<file path="src/rtl/alu_resp_pipe.sv">
// alu_resp_pipe: one-stage registered ALU with credit-based request side
// and a first-word-fall-through response FIFO carrying tag/result/err.
module alu_resp_pipe #(
    parameter int WIDTH = 32,
    parameter int DEPTH = 4,
    parameter int TAGW  = 4
) (
    input  logic             clk,
    input  logic             reset,
    input  logic             req_valid,
    output logic             req_ready,
    input  logic [WIDTH-1:0] SrcA,
    input  logic [WIDTH-1:0] SrcB,
    input  logic [2:0]       ALUControl,
    input  logic [TAGW-1:0]  req_tag,
    output logic             resp_valid,
    input  logic             resp_ready,
    output logic [WIDTH-1:0] ALUResult,
    output logic             Zero,
    output logic [TAGW-1:0]  resp_tag,
    output logic             resp_err,
    output logic [15:0]      op_count
);

    localparam int AW = (DEPTH > 1) ? $clog2(DEPTH) : 1;
    localparam int CW = AW + 1;

    localparam logic [CW:0] DEPTH_C = (CW + 1)'(DEPTH);

    typedef struct packed {
        logic [WIDTH-1:0] a;
        logic [WIDTH-1:0] b;
        logic [2:0]       ctl;
        logic [TAGW-1:0]  tag;
    } s1_t;

    typedef struct packed {
        logic [WIDTH-1:0] res;
        logic [TAGW-1:0]  tag;
        logic             err;
    } resp_t;

    logic            accept;
    logic            push;
    logic            pop;
    logic            s1_valid;
    s1_t             s1;
    resp_t           s1_resp;
    resp_t           head;
    resp_t           mem [DEPTH];
    logic [AW-1:0]   wr_ptr;
    logic [AW-1:0]   rd_ptr;
    logic [CW-1:0]   count;
    logic [CW:0]     occupancy;

    // Credit counts the in-flight stage-1 entry, so the FIFO can never overflow.
    assign occupancy = {1'b0, count} + {{CW{1'b0}}, s1_valid};
    assign req_ready = !reset && (occupancy < DEPTH_C);
    assign accept    = req_valid && req_ready;

    // Stage 1: operand capture
    always_ff @(posedge clk) begin
        if (reset) begin
            s1_valid <= 1'b0;
            s1       <= '0;
        end else begin
            s1_valid <= accept;
            if (accept) begin
                s1.a   <= SrcA;
                s1.b   <= SrcB;
                s1.ctl <= ALUControl;
                s1.tag <= req_tag;
            end
        end
    end

    // Stage 2: combinational execute feeding the FIFO write port
    logic op_add, op_sub, op_and, op_or, op_xor, op_slt;

    assign op_add = (s1.ctl == 3'b000);
    assign op_sub = (s1.ctl == 3'b001);
    assign op_and = (s1.ctl == 3'b010);
    assign op_or  = (s1.ctl == 3'b011);
    assign op_xor = (s1.ctl == 3'b100);
    assign op_slt = (s1.ctl == 3'b101);

    always_comb begin
        s1_resp     = '0;
        s1_resp.tag = s1.tag;
        unique case (1'b1)
            op_add:  s1_resp.res = s1.a + s1.b;
            op_sub:  s1_resp.res = s1.a + ~s1.b + WIDTH'(1);
            op_and:  s1_resp.res = s1.a & s1.b;
            op_or:   s1_resp.res = s1.a | s1.b;
            op_xor:  s1_resp.res = s1.a ^ s1.b;
            op_slt:  s1_resp.res = {{(WIDTH-1){1'b0}},
                                    ($signed(s1.a) < $signed(s1.b))};
            default: s1_resp.err = 1'b1;
        endcase
    end

    // Response FIFO
    assign push       = s1_valid;
    assign resp_valid = (count != '0);
    assign pop        = resp_valid && resp_ready;

    always_ff @(posedge clk) begin
        if (push) begin
            mem[wr_ptr] <= s1_resp;
        end
    end

    always_ff @(posedge clk) begin
        if (reset) begin
            wr_ptr <= '0;
            rd_ptr <= '0;
            count  <= '0;
        end else begin
            if (push) begin
                wr_ptr <= wr_ptr + AW'(1);
            end
            if (pop) begin
                rd_ptr <= rd_ptr + AW'(1);
            end
            unique case ({push, pop})
                2'b10:   count <= count + CW'(1);
                2'b01:   count <= count - CW'(1);
                default: count <= count;
            endcase
        end
    end

    assign head      = mem[rd_ptr];
    assign ALUResult = resp_valid ? head.res : '0;
    assign Zero      = resp_valid && (head.res == '0);
    assign resp_tag  = resp_valid ? head.tag : '0;
    assign resp_err  = resp_valid && head.err;

    always_ff @(posedge clk) begin
        if (reset) begin
            op_count <= '0;
        end else if (accept) begin
            op_count <= op_count + 16'd1;
        end
    end

endmodule
</file>
<file path="config.mk">
export PLATFORM = sky130hd
export DESIGN_NAME = alu_resp_pipe
export DESIGN_NICKNAME = d
export VERILOG_FILES = /design/src/rtl/alu_resp_pipe.sv
export SDC_FILE = /design/constraint.sdc
export NUM_CORES = 1
export LEC_CHECK = 0
export ABC_AREA = 1
export CAP_MARGIN = 20
export CORE_MARGIN = 1
export CORE_UTILIZATION = 30
export DETAILED_ROUTE_END_ITERATION = 16
export GPL_TIMING_DRIVEN = 1
export PLACE_DENSITY = 0.55
export SKIP_LAST_GASP = 1
export SLEW_MARGIN = 20
export SYNTH_ARGS = -nofsm -noshare
export SYNTH_HDL_FRONTEND = slang
export SYNTH_SLANG_ARGS = --single-unit
</file>
<file path="constraint.sdc">
create_clock -name clk -period 3.6 [get_ports clk]
set_input_delay 0.72 -clock clk [delete_from_list [all_inputs] [get_ports clk]]
set_output_delay 0.72 -clock clk [all_outputs]
set_load 0.02 [all_outputs]
</file>
-- Word level (Yosys, flattened, before mapping)
Memories as Yosys holds them, arrays and structs flattened. A register that Yosys moved wholly into a read port is not among the register bits.
Cells that the tools add are included.
- add/subtract/negate cells: 9
- magnitude comparators: 2
- eq/ne operators: 7
- mux-type cells: 9
- bitwise gates (word level): 4
- reduce and logical (&&, ||, !) cells: 11
- operator list (operator ; number):
    32-bit one-hot mux with 6 select lines ; 1
    32-bit adder ; 2
    32-bit by 1-bit adder with 32-bit output (second input constant) ; 1
    32-bit bitwise AND ; 1
    32-bit zero test ; 1
    32-bit < comparator ; 1
    32-bit two-way mux ; 1
    32-bit inverter ; 1
    32-bit OR ; 1
    32-bit XOR ; 1
    16-bit by 1-bit adder with 16-bit output (second input constant) ; 1
    3-bit by 2-bit equality test with 1-bit output (second input constant) ; 2
    3-bit equality test (second input constant) ; 2
    3-bit one-hot mux with 2 select lines ; 1
    6-bit OR reduction ; 1
    1-bit logical AND ; 5
    2-bit by 1-bit adder with 2-bit output (second input constant) ; 2
    3-bit by 1-bit adder with 4-bit output ; 1
    4-bit by 3-bit < comparator with 1-bit output (second input constant) ; 1
    2-bit two-way mux ; 2
    4-bit two-way mux ; 1
    3-bit by 1-bit adder with 3-bit output (second input constant) ; 1
    3-bit by 1-bit equality test with 1-bit output (second input constant) ; 1
    3-bit zero test ; 1
    other kinds (7) ; 9
- register bits: 95
- bits in writable memories: 148
- input bits: 75
- output and inout port bits: 56
- logic and storage cells: 52
- memories: 1
- memories (memory ; words ; bits a word ; rd ports ; clocked after Yosys merged registers in ; wr ports ; line ; RTL):
    mem ; 4 ; 37 ; 1 ; 1 ; 1 ; 50 ; resp_t mem [DEPTH];

-- Logic depth before layout (Yosys ltp)
- word-level depth: 4
- mapped depth: 15
- depth with buffers taken out: 15

-- Least setup slack after synthesis
OpenSTA, ideal clock, no wires.
- path type: register -> output
- start point: register with a tool-made name
- end point: output Zero
- data arrival time: 1.519 ns
- required time: 2.880 ns
- path slack: 1.361 ns
- cell stages (with the launch flop): 11
- buffers on the path: 3
- cell sequence: dfxtp_1 -> buf_4 -> inv_2 -> buf_4 -> buf_2 -> a21oi_1 -> a32o_1 -> nand2_1 -> nor3_1 -> nand2_1 -> nor2_1
- RTL lines (what ; line ; RTL):
    end: declaration ; 19 ; output logic Zero,

==> flow_summary.json <==
{
  "dp.cells": 2864,
  "design_area_um2": 18510,
  "num-nets-final": 2401,
  "cp_top_family": "buffers and inverters",
  "synthToLayoutAreaGrowth_pct": 18.93,
  "pwr-share-seq_pct": 31.7,
  "initial_core_util_pct": 30.34,
  "ys_warn_count": 0,
  "final_layout_size_suffix_gt1_share_pct": 4.424,
  "multiInputGateArea_um2": 7576,
  "ys_types": 44,
  "grt_pass1_vias": 13840,
  "maxCapViolations": 0,
  "fmax_ghz": 0.2879,
  "setup_violations": 0,
  "hold_path.class": "reg2reg",
  "num-fill-cells": 5452,
  "crit_arrival_ns": 2.75,
  "leakagePower_nw": 7.942,
  "post_cts_buffers": 0,
  "max_stage_delay_ns": 0.62,
  "wl_mm": 50.59,
  "wl_per_cell_um": 17.34,
  "tightest_slew_ns": 0.9810,
  "vias": 14170,
  "skew_ns": 0.03819,
  "p_clk_share_pct": 24.9,
  "setup-tns-final_ns": 0,
  "path_clk_slew_ns": 0.05,
  "antennaDiodeCount": 0,
  "path_class": "reg2out",
  "synthArstFlopShare_pct": 0,
  "grt_pass1_wl_mm": 78.36,
  "worstPathCellList": "inv_2 > buf_12 > nand2_1 > a32oi_1 > inv_1 > nor2_1 > clkdlybuf4s50_1",
  "hold_buffers": 0,
  "placed_area_um2": 17620,
  "vdd_drop_max_uv": 317.0,
  "critPathLaunchType": "flip-flop",
  "synth-edff-count": 148,
  "fp.dieW_um": 229.8,
  "htreeDepth": 1,
  "die-area_um2": 52800,
  "rows": 83,
  "cp_max_fo": 28,
  "ff2ff_setup_slack_ns": 0.56,
  "syn_inst": 2109,
  "viasPerCell": 4.856,
  "synth-seq-cells": 245,
  "route.detailed.drc": 0,
  "status": "finished clean",
  "ioPinCount": 131,
  "core_area_um2": 51300,
  "portBuffers": 130,
  "ant_nets": 0,
  "end_kind": "output port",
  "routabilityCongestion": 0.9457,
  "grt_overflow": 0,
  "clk_latency_ns": 0.60,
  "cts_tree": "built",
  "root_buffer": "clkbuf_16",
  "p_per_area_nw_per_um2": 593.7,
  "intPower_mw": 6.485,
  "critical_path.slowest_cell": "clkdlybuf4s50_1",
  "switching_share_pct": 41.00,
  "synth_area_um2": 15570,
  "ff_latch_area_um2": 6387,
  "cts_sinks": 245,
  "drv_slew": 0,
  "grt_setup_unrepaired": "true",
  "ys.flop_type": "edfxtp_1",
  "fin_crit_sh_pct": 96.47,
  "grt_use_total_pct": 18.91,
  "syn_avg_cell_area_um2": 7.381,
  "hold_viol_final": 0,
  "die_height_um": 229.8,
  "synthesis.nets": 2295,
  "finalNonFillerCells": 2918,
  "required_ns": 2.88,
  "antenna_found_initial": 0,
  "clk_path_buf_depth": 3,
  "dp_hpwl_mm": 39.09,
  "ys_seq_area_share_pct": 41.03,
  "whs_ns": 0.4787,
  "drt_first_pass_iters": 6,
  "grt_max_degree": 76,
  "cts_made_buffers": 29,
  "drt_iter0_markers": 1155,
  "worst-path-buf-inv": 4,
  "max_slew_margin_pct": 34.53,
  "period_minus_slack_ns": 3.473,
  "comb_power_share_pct": 43.4,
  "p_sw_mw": 4.506
}
[through the flow]
stage	utilization, %	setup WS [ns]	power, mW
2_1_floorplan	-	1.361	6.448
3_3_place_gp	34.34	0.5861	8.258
3_5_place_dp	34.34	0.5999	8.311
4_1_cts	36.09	0.06869	11.08
5_1_grt	36.09	-0.06751	11.69
6_report	36.09	0.1270	10.99
[kinds of logic (layout without fill, tap and decap cells)]
logic type               Yosys count  in the layout  share of synthesized area [%]
buffers and inverters            408            537                          10.34
AO/OA/AOI/OAI                    443            443                          15.63
XOR/XNOR                           9              9                         0.5064
AND/OR/NAND/NOR                  893            893                          23.43
adder cells (fa/ha/maj)          111            111                          9.067
flip-flops                       245            245                          41.03
[cell usage after synthesis (all sizes together) (2+ instances only)]
| library cell | count | area share [%] |
|---|---|---|
| a21oi | 191 | 6.2 |
| a32o | 9 | 0.58 |
| and2 | 2 | 0.080 |
| and3 | 4 | 0.16 |
| buf | 48 | 1.6 |
| clkbuf | 38 | 0.92 |
| clkinv | 2 | 0.048 |
| dfxtp | 97 | 12 |
| edfxtp | 148 | 29 |
| fa | 3 | 0.39 |
| ha | 108 | 8.7 |
| inv | 320 | 7.7 |
| nand2 | 512 | 12 |
| nand3 | 115 | 3.8 |
| nand3b | 2 | 0.096 |
| nand4 | 10 | 0.40 |
| nor2 | 224 | 5.6 |
| nor3 | 17 | 0.61 |
| nor3b | 2 | 0.096 |
| nor4 | 5 | 0.20 |
| o21ai | 172 | 5.5 |
| o21bai | 8 | 0.39 |
| o221ai | 3 | 0.17 |
| o22a | 21 | 1.2 |
| o22ai | 34 | 1.4 |
| xnor2 | 3 | 0.17 |
| xor2 | 6 | 0.34 |
[layer usage]
metal	routed length, µm	GRT usage (%)	vias up
li1	-	-	7091
met1	24160	26.19	6656
met2	22800	30.96	357
met3	2455	2.183	65
met4	1170	5.257	0
met5	0	0	-
[state kept, by name, indices dropped and copies added (netlist names), named ones only]
| register | flops |
|---|---|
| push | 1 |
| s1 | 71 |
| rd_ptr | 2 |
| op_count | 16 |
| mem | 148 |
| count | 3 |
| wr_ptr | 2 |
[what timing repair did]
| action | CTS | global route |
|---|---|---|
| gates resized for setup | 1 | 0 |
| setup endpoints to repair | 1 | 1 |
| pin swaps | 0 | 0 |
[final timing paths]
check                  end  depth (start not counted)  startpoint
max          ALUResult[31]                          7   flip-flop
min              rd_ptr[0]                          1   rd_ptr[0]
max reg2reg     mem[0][25]                         13       s1[7]
min reg2reg      rd_ptr[0]                          1   rd_ptr[0]
[power groups by stage]
stage          combinational, mW  clock [mW]  sequential [mW]
6_report                    4.78        2.74             3.48
5_1_grt                     5.27        2.92             3.51
4_1_cts                     4.79        2.81             3.48
3_5_place_dp                4.77           0             3.54
3_3_place_gp                4.73           0             3.53
2_1_floorplan               2.95           0             3.50
[layout by cell type (no fill, tap or decap), drive strengths merged]
cell	synthesis	final
o221ai	3	3
o211ai	1	1
nand3	115	115
edfxtp	148	148
xor2	6	6
clkinv	2	11
and2	2	2
clkbuf	38	35
dlygate4sd2	0	1
clkinvlp	0	5
nand2	512	512
o22a	21	21
nand4	10	10
inv	320	325
nand3b	2	2
nor4	5	5
a221oi	1	1
clkdlybuf4s50	0	129
o21ai	172	172
nor2	224	224
fa	3	3
o21bai	8	8
and3	4	4
o22ai	34	34
dfxtp	97	97
nor3	17	17
nor3b	2	2
a32o	9	9
ha	108	108
buf	48	31
a211oi	1	1
a32oi	1	1
xnor2	3	3
o21a	1	1
a21oi	191	191
[area by class of cell]
class / instances / area share (%)
inverters: 322 / 6.529
repair buffers: 161 / 8.617
clock inverters: 19 / 0.7367
multi-input cells: 1456 / 40.92
clock buffers: 35 / 4.096
flip-flops and latches: 245 / 34.50
well taps: 680 / 4.596
Note: power is estimated with default switching activity, not from simulation.
